### config.mk
export PLATFORM = sky130hd
export DESIGN_NAME = f_prefetch_queue
export DESIGN_NICKNAME = d
export VERILOG_FILES = /design/src/rtl/f_pkg.sv /design/src/rtl/f_sync_fifo.sv /design/src/rtl/f_prefetch_queue.sv
export SDC_FILE = /design/constraint.sdc
export NUM_CORES = 1
export LEC_CHECK = 0
export ABC_AREA = 1
export BUFFER_PORTS_ARGS = -buffer_cell sky130_fd_sc_hd__buf_2
export CAP_MARGIN = 20
export CORE_ASPECT_RATIO = 1.2
export CORE_MARGIN = 4
export CORE_UTILIZATION = 55
export DETAILED_ROUTE_END_ITERATION = 8
export PLACE_DENSITY = 0.74
export SLEW_MARGIN = 20
export SYNTH_ARGS = -nofsm -noshare
export SYNTH_HDL_FRONTEND = slang
export SYNTH_SLANG_ARGS = --single-unit
### constraint.sdc
create_clock -name clock -period 4.5 [get_ports clock]
set_input_delay 0.9 -clock clock [delete_from_list [all_inputs] [get_ports clock]]
set_output_delay 0.9 -clock clock [all_outputs]
set_load 0.05 [all_outputs]
### src/rtl/f_pkg.sv
// Shared types and helpers for the fetch stage: opcode constants, the queued
// fetch entry and the JAL target calculation.
package f_pkg;

    localparam int          F_XLEN       = 32;
    localparam logic [6:0]  OPC_JAL      = 7'b1101111;
    localparam logic [31:0] BUBBLE_INSTR = 32'h0;

    typedef struct packed {
        logic [F_XLEN-1:0] pc;
        logic [31:0]       instr;
    } fetch_entry_t;

    // J-type immediate is scrambled across the word; bit 0 is always zero.
    function automatic logic [F_XLEN-1:0] jal_target(
        input logic [F_XLEN-1:0] pc,
        input logic [31:0]       instr
    );
        logic [20:0] imm;
        imm = {instr[31], instr[19:12], instr[20], instr[30:21], 1'b0};
        return pc + {{(F_XLEN-21){imm[20]}}, imm};
    endfunction

endpackage

### src/rtl/f_sync_fifo.sv
// Small register-based FIFO with a combinational head, used for both the
// instruction queue and the outstanding-request pc tracker.
module f_sync_fifo #(
    parameter int WIDTH = 32,
    parameter int DEPTH = 4
) (
    input  logic                     clock,
    input  logic                     reset,
    input  logic                     push,
    input  logic [WIDTH-1:0]         push_data,
    input  logic                     pop,
    input  logic                     clear,
    output logic [WIDTH-1:0]         head_data,
    output logic [$clog2(DEPTH):0]   count
);

    localparam int AW = $clog2(DEPTH);
    localparam int CW = AW + 1;

    logic [WIDTH-1:0] slot [DEPTH];
    logic [AW-1:0]    wr_ptr_reg;
    logic [AW-1:0]    rd_ptr_reg;
    logic [CW-1:0]    count_reg;

    // Storage carries no reset; only the pointers define what is valid.
    genvar gi;
    generate
        for (gi = 0; gi < DEPTH; gi++) begin : g_slot
            logic [WIDTH-1:0] entry_reg;
            always_ff @(posedge clock) begin
                if (push && !clear && (wr_ptr_reg == AW'(gi)))
                    entry_reg <= push_data;
            end
            assign slot[gi] = entry_reg;
        end
    endgenerate

    always_ff @(posedge clock or posedge reset) begin
        if (reset) begin
            wr_ptr_reg <= '0;
            rd_ptr_reg <= '0;
            count_reg  <= '0;
        end else if (clear) begin
            wr_ptr_reg <= '0;
            rd_ptr_reg <= '0;
            count_reg  <= '0;
        end else begin
            if (push)
                wr_ptr_reg <= wr_ptr_reg + AW'(1);
            if (pop)
                rd_ptr_reg <= rd_ptr_reg + AW'(1);
            count_reg <= count_reg + CW'(push) - CW'(pop);
        end
    end

    assign head_data = slot[rd_ptr_reg];
    assign count     = count_reg;

endmodule

### src/rtl/f_prefetch_queue.sv
// Fetch stage with a prefetch queue between a pipelined in-order icache and fd_*.
// Define F_JAL_PREDICT_EN to redirect fetch on JAL as soon as it returns.
module f_prefetch_queue
    import f_pkg::*;
#(
    parameter int               XLEN     = 32,
    parameter int               QDEPTH   = 4,
    parameter logic [XLEN-1:0]  RESET_PC = '0
) (
    input  logic             clock,
    input  logic             reset,
    input  logic             stall,
    input  logic             dcache_stall,
    input  logic             br_en,
    input  logic [XLEN-1:0]  br_addr,
    output logic             ic_req_valid,
    input  logic             ic_req_ready,
    output logic [XLEN-1:0]  ic_req_addr,
    input  logic             ic_rsp_valid,
    input  logic [31:0]      ic_rsp_instr,
    output logic             fd_valid,
    output logic [XLEN-1:0]  fd_pc,
    output logic [31:0]      fd_instr
);

    localparam int CW = $clog2(QDEPTH) + 1;

    logic [XLEN-1:0]  fetch_pc_reg, fetch_pc_next;
    logic [CW-1:0]    drop_reg, drop_next;
    logic             active_reg;
    logic             fd_valid_reg;
    logic [XLEN-1:0]  fd_pc_reg;
    logic [31:0]      fd_instr_reg;

    logic [CW-1:0]    q_count, trk_count, outstanding_after;
    logic [CW:0]      occupancy;
    logic [XLEN-1:0]  trk_head;
    fetch_entry_t     q_head, push_entry;

    logic adv, accept, rsp, drop_hit, redirect, enq, deq, jal_take;

    assign adv       = !stall && !dcache_stall;
    assign occupancy = {1'b0, q_count} + {1'b0, trk_count};
    // active_reg keeps the request low until the first edge after reset.
    assign ic_req_valid = active_reg && (occupancy < (CW+1)'(QDEPTH));
    assign ic_req_addr  = fetch_pc_reg;

    assign accept   = ic_req_valid && ic_req_ready;
    assign rsp      = ic_rsp_valid && (trk_count != '0);
    assign drop_hit = rsp && (drop_reg != '0);
    assign redirect = adv && br_en;
    assign enq      = rsp && !drop_hit && !redirect;
    assign deq      = adv && !br_en && (q_count != '0);

    // Everything still in flight after this edge belongs to the old path.
    assign outstanding_after = trk_count + CW'(accept) - CW'(rsp);

    assign push_entry.pc    = F_XLEN'(trk_head);
    assign push_entry.instr = ic_rsp_instr;

`ifdef F_JAL_PREDICT_EN
    logic [XLEN-1:0] jal_pc;
    assign jal_take = enq && (ic_rsp_instr[6:0] == OPC_JAL);
    assign jal_pc   = XLEN'(jal_target(F_XLEN'(trk_head), ic_rsp_instr));
`else
    assign jal_take = 1'b0;
`endif

    always_comb begin
        fetch_pc_next = fetch_pc_reg;
        drop_next     = drop_reg;
        if (accept)
            fetch_pc_next = fetch_pc_reg + XLEN'(4);
        if (drop_hit)
            drop_next = drop_reg - CW'(1);
`ifdef F_JAL_PREDICT_EN
        if (jal_take) begin
            fetch_pc_next = jal_pc;
            drop_next     = outstanding_after;
        end
`endif
        // Execute redirect wins over a same-cycle JAL prediction.
        if (redirect) begin
            fetch_pc_next = br_addr;
            drop_next     = outstanding_after;
        end
    end

    f_sync_fifo #(
        .WIDTH ($bits(fetch_entry_t)),
        .DEPTH (QDEPTH)
    ) u_instr_queue (
        .clock     (clock),
        .reset     (reset),
        .push      (enq),
        .push_data (push_entry),
        .pop       (deq),
        .clear     (redirect),
        .head_data (q_head),
        .count     (q_count)
    );

    f_sync_fifo #(
        .WIDTH (XLEN),
        .DEPTH (QDEPTH)
    ) u_pc_track (
        .clock     (clock),
        .reset     (reset),
        .push      (accept),
        .push_data (fetch_pc_reg),
        .pop       (rsp),
        .clear     (1'b0),
        .head_data (trk_head),
        .count     (trk_count)
    );

    always_ff @(posedge clock or posedge reset) begin
        if (reset) begin
            active_reg   <= 1'b0;
            fetch_pc_reg <= RESET_PC;
            drop_reg     <= '0;
            fd_valid_reg <= 1'b0;
            fd_pc_reg    <= '0;
            fd_instr_reg <= BUBBLE_INSTR;
        end else begin
            active_reg   <= 1'b1;
            fetch_pc_reg <= fetch_pc_next;
            drop_reg     <= drop_next;
            if (adv) begin
                if (deq) begin
                    fd_valid_reg <= 1'b1;
                    fd_pc_reg    <= XLEN'(q_head.pc);
                    fd_instr_reg <= q_head.instr;
                end else begin
                    fd_valid_reg <= 1'b0;
                    fd_pc_reg    <= '0;
                    fd_instr_reg <= BUBBLE_INSTR;
                end
            end
        end
    end

    assign fd_valid = fd_valid_reg;
    assign fd_pc    = fd_pc_reg;
    assign fd_instr = fd_instr_reg;

endmodule
==> impl_metrics.csv, run 1 <==
group,metric,value,unit
timing,fin_setup_tns,0,ns
power_and_ir_drop,p_leak,8.619,nW
floorplan,die_h,216.7,um
global_routing,grt_max_degree,116,
final_layout,stdcell_area,22580,um^2
synthesis,syn_inst,1622,
floorplan,start_util,55.69,%
worst_setup_path,crit_top_cell,"nand2_1",
synthesis,synth_cell_types,35,
synthesis,synth_area_leaders,"edfxtp_1 (58%), dfrtp_1 (14%), nor2_1 (5.5%), o21ai_0 (3.3%), nand2_1 (3.2%)",
clock_tree,hold_buffers,0,
floorplan,core,35850,um^2
timing,tightest_slew,1.054,ns
synthesis,async_reset_ff_share,23.05,%
floorplan,rows,76,
synthesis,yosysMostFrequentCell,"edfxtp_1",
timing,fmax,0.3293,GHz
final_layout,drive_above_1_share,15.94,%
worst_setup_path,r2r_slack,1.46,ns
floorplan,die_area,39420,um^2
clock_tree,cts.htree.levels,2,
synthesis,seq_area_frac_synth,72.17,%
synthesis,syn_area,19960,um^2
power_and_ir_drop,p_int,9.533,mW
worst_setup_path,crit_required,4.95,ns
final_layout,syn_to_final_growth,13.08,%
power_and_ir_drop,swShare,38.68,%
global_routing,grt_pass1_wl,67.54,mm
synthesis,synth_area_per_cell,12.31,um^2
run_status,outcome,"finished, final reports clean",
power_and_ir_drop,clkPwrFrac,24.2,%
final_layout,diodes,0,
synthesis,synth_fp_nets,1712,
final_layout,final_nets,1854,
timing,post-route-period-util,67.49,%
synthesis,ys_seq_elements,499,
synthesis,synth_edf_count,384,
worst_setup_path,crit_type,"reg2reg",
floorplan,fp.dieW,181.9,um
worst_setup_path,regToRegStartpoint,"u_instr_queue.count[2]",
hold_path,min_path_type,"reg2reg",
synthesis,synth.top_cell.area_share,57.76,%
clock_tree,cts_resized,0,
worst_setup_path,rr_worst_depth,10,
power_and_ir_drop,ir_worst_vdd,0.0004307,V
clock_tree,clock_latency,0.56,ns
timing,finalClockSkew,0.01355,ns
power_and_ir_drop,p_per_area,688.7,nW/um^2
clock_tree,post_cts_buffers,0,
final_layout,fill_cells,2676,
timing,finalCriticalPeriod,3.037,ns
worst_setup_path,cp_max_fo,31,
worst_setup_path,crit_path_end_kind,"flip-flop",
global_routing,grt_antenna_before_repair,0,
drt,drc,0,
global_routing,overflow,0,
synthesis,yosysWarnings,0,
worst_setup_path,crit_slowest_cell,"nand2_1",
clock_tree,clockRootBuffer,"clkbuf_16",
synthesis,yosys-top-cells-count,"edfxtp_1 (384), nor2_1 (295), nand2_1 (170), o21ai_0 (131), dfrtp_1 (115)",
worst_setup_path,start_kind,"flip-flop",
floorplan,boundaryPins,169,
drt,drt_iter0_markers,961,
place,routabilityCongestion,0.8048,
final_layout,largest_reg_flops,256,
worst_setup_path,crit_end,"ic_req_addr[17]",
power_and_ir_drop,switchingPower,6.015,mW
global_routing,grt_pass1_vias,12959,
timing,max-slew-margin-rel,29.68,%
final_layout,fin_util,62.97,%
place,dpl_cell_area,21120,um^2
clock_tree,cts.sinks,499,
clock_tree,cts.clk_slew.worst_paths,0.06,ns
worst_setup_path,r2r_end,"ic_req_addr[17]",
timing,slew_violations,0,
synthesis,ys.flop_type,"edfxtp_1",
clock_tree,clockBufferDepth,3,
timing,rsz0062_at_grt,"no",
place,hpwlAfterDp,25.03,mm
global_routing,grt_usage,21.37,%
drt,num_vias,13048,
drt,wl_per_cell,19.02,um
timing,finalHoldViolCount,0,
drt,drt_first_pass_iters,5,
worst_setup_path,path_cells,"ha_1 -> inv_1 -> nand2_1 -> nor2_1 -> nand3_1 -> nand2_1 -> inv_2 -> nor2_1 -> nand2_1 -> o21ai_1",
power_and_ir_drop,combPwrFrac,32.8,%
drt,drt-total-wl,43.15,mm
worst_setup_path,crit_start,"u_instr_queue.count[2]",
place,portBuffers,168,
clock_tree,cts-buffers-inserted,46,
clock_tree,cts_tree,"built",
drt,vias_per_cell,5.751,
worst_setup_path,max_stage_delay,0.77,ns
synthesis,yosysTopAreaCell,"edfxtp_1",
timing,setup_violations,0,
worst_setup_path,arrival,3.49,ns
flow_run,maxCapViolCount,0,
power_and_ir_drop,p_seq_share,43.0,%
drt,ant_nets,0,
[critical path, delay by kind of cell, from the launching register on]
family,cells,cell delay [ns]
AOI/OAI and AO/OA,1,0.09
and+or+nand+nor,6,1.64
adders and majority gates,1,0.29
buffers and inverters,2,0.49
DFF,1,0.41
[cell families after synthesis]
group,share of synthesized area (%)
AO/OA/AOI/OAI,11.95
multiplexers,0.05014
AND/OR/NAND/NOR,10.42
adder cells (fa/ha/maj),1.266
buffers and inverters,3.817
other,0.01878
flip-flops,72.17
XOR/XNOR,0.3071
[worst min path at each step]
stage	depth (start not counted)	endpoint	from	slack [ns]
after floorplan	2	drop_reg[1]	drop_reg[1]	0.50
after global placement	1	fd_instr[4]	fd_instr[4]	0.48
after detailed placement	1	fd_pc[2]	fd_pc[2]	0.49
after CTS	1	fd_instr[11]	fd_instr[11]	0.50
after global routing	1	fd_instr[22]	fd_instr[22]	0.51
final	1	fd_instr[22]	fd_instr[22]	0.50
[per-stage QoR]
stage	hold slack [ns]	setup WS, ns	instances	total power, mW
after floorplan	0.5038	-0.1195	1622	10.49
after global placement	0.4819	1.464	2184	11.69
after detailed placement	0.4863	1.416	2184	11.88
after CTS	0.5034	1.447	2269	15.63
after global routing	0.5098	1.192	2269	16.35
final	0.4970	1.463	2269	15.55
[power by group through the flow]
stage          clock network [mW]  logic [mW]  registers [mW]
3_3_place_gp                    0        4.96            6.73
4_1_cts                      3.82        5.13            6.68
6_report                     3.76        5.10            6.69
5_1_grt                      4.00        5.59            6.77
3_5_place_dp                    0        5.11            6.77
2_1_floorplan                   0        2.73            7.75
[per-layer routing]
metal | routed length, um | share of wire (%) | vias to the layer above | GRT usage (%)
met5 | 0 | 0 | - | 0
met4 | 1292 | 3.0 | 0 | 7.958
met2 | 21490 | 50 | 494 | 36.55
met1 | 17520 | 41 | 6376 | 28.07
met3 | 2855 | 6.6 | 82 | 3.005
li1 | - | - | 6096 | -
[area by class of cell]
type	instances	area [um^2]	area share [%]
Clock buffer	67	1311	5.808
Timing Repair Buffer	185	980.9	4.345
Inverter	77	299.0	1.325
Clock inverter	18	143.9	0.6374
Sequential cell	499	14410	63.85
Tap cell	468	585.6	2.594
Multi-Input combinational cell	955	4841	21.44
[placed cells by master, fill, tap and decap left out, types with 2 or more instances in the layout]
cell type and count:
clkbuf_1 14, inv_4 3, buf_2 168, inv_2 9, a21oi_1 3, o21ai_1 99
dfrtp_1 113, o21ai_0 131, o211ai_1 4, ha_1 17, fa_1 2, or2_0 2
xor2_1 4, bufinv_16 2, nor2_4 7, nand2_2 2, edfxtp_1 384, o22ai_1 97
buf_4 16, xnor2_1 3, clkinv_2 10, clkbuf_16 47, inv_1 62, nor2_1 287
a22o_1 64, clkinv_1 6, nor2_2 10, clkbuf_8 6, nand2_1 169, nand3_1 46
(Power assumes the default switching activity.)
==> run 2: changes to the inputs <==
--- a/config.mk
+++ b/config.mk
@@ -10,9 +10,9 @@
 export CAP_MARGIN = 20
 export CORE_ASPECT_RATIO = 1.2
 export CORE_MARGIN = 4
-export CORE_UTILIZATION = 55
+export CORE_UTILIZATION = 54
 export DETAILED_ROUTE_END_ITERATION = 8
-export PLACE_DENSITY = 0.74
+export PLACE_DENSITY = 0.76
 export SLEW_MARGIN = 20
 export SYNTH_ARGS = -nofsm -noshare
 export SYNTH_HDL_FRONTEND = slang
==> constraint.sdc (replaced) <==
create_clock -name clock -period 2.6 [get_ports clock]
set_input_delay 0.52 -clock clock [delete_from_list [all_inputs] [get_ports clock]]
set_output_delay 0.52 -clock clock [all_outputs]
set_load 0.05 [all_outputs]
==> impl_metrics.csv, run 2 (synthesized netlist as in run 1, its figures left out) <==
group,metric,value,unit
floorplan,die_h,218.6,um
timing,finalCriticalPeriod,2.450,ns
power_and_ir_drop,power.total,27.16,mW
final_layout,largest_reg_flops,256,
drt,vias_per_cell,5.698,
final_layout,stdcell_area,22870,um^2
power_and_ir_drop,p_per_area,1187,nW/um^2
final_layout,diodes,0,
global_routing,grt_antenna_before_repair,1,
place,routabilityCongestion,0.8655,
clock_tree,post_cts_buffers,0,
worst_setup_path,cp_max_fo,3,
timing,tightest_slew,0.7890,ns
floorplan,rows,76,
timing,setup_violations,0,
run_status,outcome,"finished, final reports clean",
drt,drc,0,
worst_setup_path,crit_type,"reg2out",
drt,ant_nets,0,
power_and_ir_drop,ir_worst_vdd,0.0008523,V
floorplan,core,36230,um^2
drt,num_vias,13020,
drt,drt-total-wl,43.17,mm
drt,drt_first_pass_iters,5,
global_routing,overflow,0,
global_routing,grt_pass1_vias,12845,
final_layout,final_common_cell,"edfxtp_1",
final_layout,fill_cells,2650,
clock_tree,cts_tree,"built",
floorplan,die_area,40120,um^2
clock_tree,cts.htree.levels,2,
worst_setup_path,cp_num_buf_inv,3,
final_layout,final_cell_mix,"edfxtp_1 (384), nor2_1 (287), nand2_1 (169)",
clock_tree,cts-buffers-inserted,46,
clock_tree,clockRootBuffer,"clkbuf_16",
floorplan,fp.dieW,183.5,um
timing,post-route-period-util,94.23,%
worst_setup_path,crit_slowest_cell,"dfrtp_1",
place,hpwlAfterDp,25.81,mm
timing,finalClockSkew,0.02327,ns
worst_setup_path,arrival,1.93,ns
clock_tree,cts.sinks,499,
timing,worst_slack,0.1499,ns
drt,drt_iter0_markers,927,
global_routing,grt_usage,21.22,%
timing,rsz0062_at_grt,"no",
timing,timing.hold.ws,0.1729,ns
worst_setup_path,crit_path_end_kind,"primary output",
place,dpl_cell_area,21410,um^2
final_layout,fin_cells,2285,
worst_setup_path,max_stage_delay,0.41,ns
worst_setup_path,path_cells,"ha_1 -> inv_1 -> nand2_1 -> nor2_1 -> nand2_1 -> inv_1 -> buf_2",
floorplan,boundaryPins,169,
timing,finalHoldViolCount,0,
final_layout,fin_util,63.13,%
clock_tree,cts.clk_slew.worst_paths,0.06,ns
global_routing,grt_pass1_wl,67.88,mm
worst_setup_path,crit_required,2.08,ns
final_layout,syn_to_final_growth,14.56,%
floorplan,start_util,55.10,%
clock_tree,clockBufferDepth,3,
timing,max-slew-margin-rel,47.40,%
clock_tree,cts_resized,0,
place,place_ws,0.3417,ns
timing,fmax,0.4081,GHz
clock_tree,clock_latency,0.55,ns
drt,wl_per_cell,18.89,um
hold_path,min_path_type,"in2async",
place,dp.cells,2201,
global_routing,grt_max_degree,116,
worst_setup_path,path_delay_family,"flip-flops",
place,portBuffers,168,
final_layout,final_nets,1871,
flow_run,maxCapViolCount,0,
timing,fin_setup_tns,0,ns
power_and_ir_drop,p_leak,8.735,nW
final_layout,drive_above_1_share,16.51,%
timing,slew_violations,0,
worst_setup_path,start_kind,"flip-flop",
clock_tree,hold_buffers,0,
==> run 2: changes by cell type in the layout (fill, tap and decap cells not counted), sizes merged <==
cell	delta
buf	+17
bufinv	+2
clkbuf	-6
clkinv	+1
clkinvlp	+2
==> run 2: path summary, 6_finish.rpt <==
check,slack [ns],start,to,cells after the start
hold reg to reg,0.50,fd_instr[16],fd_instr[16],1
setup / recovery,0.15,u_instr_queue.count[2],ic_req_valid,7
max in group asynchronous,1.92,reset,u_instr_queue.rd_ptr_reg[0],3
setup reg to reg,0.43,u_instr_queue.count[2],drop_reg[1],10
min in group clock,0.18,ic_rsp_instr[0],u_instr_queue.g_slot[1].entry_reg[0],1
hold / removal,0.17,reset,ic_req_addr[0],3
==> run 2: report_power, final <==
group	switching [mW]	total (mW)	internal, mW
Combinational	6.67	9.17	2.49
Sequential	0.980	11.5	10.5
Clock	2.76	6.53	3.77
Total	10.4	27.2	16.7
==> run 2: worst reg2reg max path, cell delays in order, from the launching register on <==
cell and delay [ns]:
dfrtp_1 0.41, ha_1 0.30, inv_1 0.05, nand2_1 0.04, nor2_1 0.16, nand3_1 0.14
inv_2 0.08, ha_1 0.16, fa_1 0.43, o211ai_1 0.19, o21ai_1 0.10
==> run 2: cell type report <==
class / instances / area [um^2] / share of cell area (%)
tap: 468 / 585.6 / 2.560
clock buffer: 61 / 1247 / 5.454
inverter: 77 / 295.3 / 1.291
timing repair buffer: 202 / 1271 / 5.558
multi-input combinational: 955 / 4841 / 21.17
sequential: 499 / 14410 / 63.02
clock inverter: 23 / 217.7 / 0.9519
==> run 2: metal layers <==
metal	share of wire [%]	vias up	track usage, %
li1	-	6129	-
met1	41	6329	27.73
met2	51	474	36.85
met3	6.4	86	3.063
met4	2.4	2	6.756
met5	0.030	-	0
==> run 3: changes to the inputs <==
--- a/config.mk
+++ b/config.mk
@@ -8,11 +8,13 @@
 export ABC_AREA = 1
 export BUFFER_PORTS_ARGS = -buffer_cell sky130_fd_sc_hd__buf_2
 export CAP_MARGIN = 20
+export CELL_PAD_IN_SITES_DETAIL_PLACEMENT = 2
+export CELL_PAD_IN_SITES_GLOBAL_PLACEMENT = 2
 export CORE_ASPECT_RATIO = 1.2
 export CORE_MARGIN = 4
-export CORE_UTILIZATION = 54
+export CORE_UTILIZATION = 37
 export DETAILED_ROUTE_END_ITERATION = 8
-export PLACE_DENSITY = 0.76
+export PLACE_DENSITY_LB_ADDON = 0.1
 export SLEW_MARGIN = 20
 export SYNTH_ARGS = -nofsm -noshare
 export SYNTH_HDL_FRONTEND = slang
==> impl_metrics.csv, run 3 (synthesized netlist as in run 1, its figures left out) <==
group,metric,value,unit
place,portBuffers,168,
floorplan,die_area,57750,um^2
global_routing,grt_antenna_before_repair,0,
power_and_ir_drop,p_per_area,1239,nW/um^2
clock_tree,clock_latency,0.60,ns
timing,fmax,0.4160,GHz
power_and_ir_drop,power.total,29.41,mW
drt,drt_first_pass_iters,5,
timing,setup_violations,0,
clock_tree,cts.clk_slew.worst_paths,0.06,ns
worst_setup_path,max_stage_delay,0.42,ns
final_layout,final_cell_mix,"edfxtp_1 (384), nor2_1 (287), nand2_1 (169)",
timing,post-route-period-util,92.47,%
floorplan,die_h,262.5,um
hold_path,min_path_type,"in2async",
worst_setup_path,cp_max_fo,3,
drt,vias_per_cell,5.266,
power_and_ir_drop,switchingPower,11.46,mW
clock_tree,clockRootBuffer,"clkbuf_16",
timing,max-slew-margin-rel,37.61,%
timing,slew_violations,0,
global_routing,grt_pass1_vias,15388,
run_status,outcome,"finished, final reports clean",
worst_setup_path,cp_num_buf_inv,3,
global_routing,overflow,0,
power_and_ir_drop,swShare,38.95,%
place,routabilityCongestion,0.7361,
timing,tightest_slew,0.9359,ns
timing,worst_slack,0.1959,ns
final_layout,final_common_cell,"edfxtp_1",
clock_tree,clockBufferDepth,3,
final_layout,fin_cells,2554,
final_layout,largest_reg_flops,256,
clock_tree,cts-buffers-inserted,53,
worst_setup_path,path_delay_family,"flip-flops",
place,place_ws,0.2639,ns
power_and_ir_drop,p_leak,9.001,nW
final_layout,syn_to_final_growth,18.87,%
worst_setup_path,crit_type,"reg2out",
power_and_ir_drop,p_seq_share,39.5,%
floorplan,start_util,37.30,%
floorplan,fp.dieW,220.0,um
place,dp.cells,2455,
final_layout,final_nets,1888,
worst_setup_path,arrival,1.88,ns
power_and_ir_drop,ir_worst_vdd,0.0005839,V
drt,num_vias,13449,
drt,drt_iter0_markers,608,
global_routing,grt_pass1_wl,89.78,mm
timing,finalClockSkew,0.02325,ns
final_layout,drive_above_1_share,18.08,%
floorplan,core,53530,um^2
timing,finalCriticalPeriod,2.404,ns
place,hpwlAfterDp,37.16,mm
power_and_ir_drop,clkPwrFrac,27.4,%
flow_run,maxCapViolCount,0,
floorplan,boundaryPins,169,
global_routing,grt_max_degree,73,
drt,drc,0,
timing,timing.hold.ws,0.02675,ns
clock_tree,cts.sinks,499,
drt,wl_per_cell,22.71,um
clock_tree,post_cts_buffers,0,
drt,ant_nets,0,
floorplan,rows,93,
clock_tree,cts_tree,"built",
worst_setup_path,start_kind,"flip-flop",
timing,rsz0062_at_grt,"no",
power_and_ir_drop,combPwrFrac,33.1,%
clock_tree,cts_resized,0,
final_layout,fill_cells,5398,
clock_tree,cts.htree.levels,2,
worst_setup_path,crit_path_end_kind,"primary output",
global_routing,grt_usage,19.96,%
worst_setup_path,crit_slowest_cell,"dfrtp_1",
worst_setup_path,crit_required,2.08,ns
drt,drt-total-wl,58.00,mm
timing,finalHoldViolCount,0,
clock_tree,hold_buffers,0,
power_and_ir_drop,p_int,17.96,mW
final_layout,diodes,0,
worst_setup_path,path_cells,"ha_1 -> inv_1 -> nand2_1 -> nor2_1 -> nand2_1 -> inv_1 -> buf_2",
## run 3: power by group through the flow
stage	Clock, mW	Sequential, mW	Combinational, mW
floorplan	0	13.4	4.75
global placement	0	11.7	9.42
detailed placement	0	11.8	9.84
CTS	8.27	11.7	9.93
global route	8.61	11.8	10.6
finish	8.06	11.6	9.74
## run 3: cell type report
cell class	count	area [um^2]	share of cell area (%)
Inverter	77	295.3	1.244
Sequential cell	499	14420	60.74
Clock inverter	34	461.7	1.945
Timing Repair Buffer	212	1446	6.095
Tap cell	712	890.9	3.754
Clock buffer	65	1381	5.821
Multi-Input combinational cell	955	4841	20.40
## run 3: path summary, 6_finish.rpt
check | to | cells past startpoint | start | slack (ns)
min reg2reg | fd_instr[7] | 1 | fd_instr[7] | 0.50
max | ic_req_valid | 7 | u_instr_queue.count[2] | 0.20
max in group asynchronous | u_instr_queue.rd_ptr_reg[0] | 3 | reset | 2.13
min in group clock | ic_req_addr[1] | 3 | br_addr[1] | 0.14
min | u_instr_queue.count[1] | 3 | reset | 0.03
max reg2reg | drop_reg[1] | 10 | u_instr_queue.count[2] | 0.38
## run 3: tightest hold or removal path: stages
cell and delay (ns):
buf_2 0.11, clkinvlp_4 0.10, buf_12 0.26
## run 3: layer usage
| metal | part of all wire [%] | GRT usage (%) | vias to the layer above |
|---|---|---|---|
| met5 | 0 | 0 | - |
| met2 | 54 | 37.70 | 232 |
| li1 | - | - | 6162 |
| met3 | 3.1 | 2.856 | 73 |
| met1 | 40 | 23.54 | 6982 |
| met4 | 2.2 | 5.093 | 0 |
## run 3: metrics by stage
step	area, um^2	util (%)	setup TNS (ns)
floorplan	19990	-	-146.89
global placement	21890	40.89	0
detailed placement	21890	40.89	0
CTS	23730	44.34	0
global route	23730	44.34	0
finish	23730	44.34	0
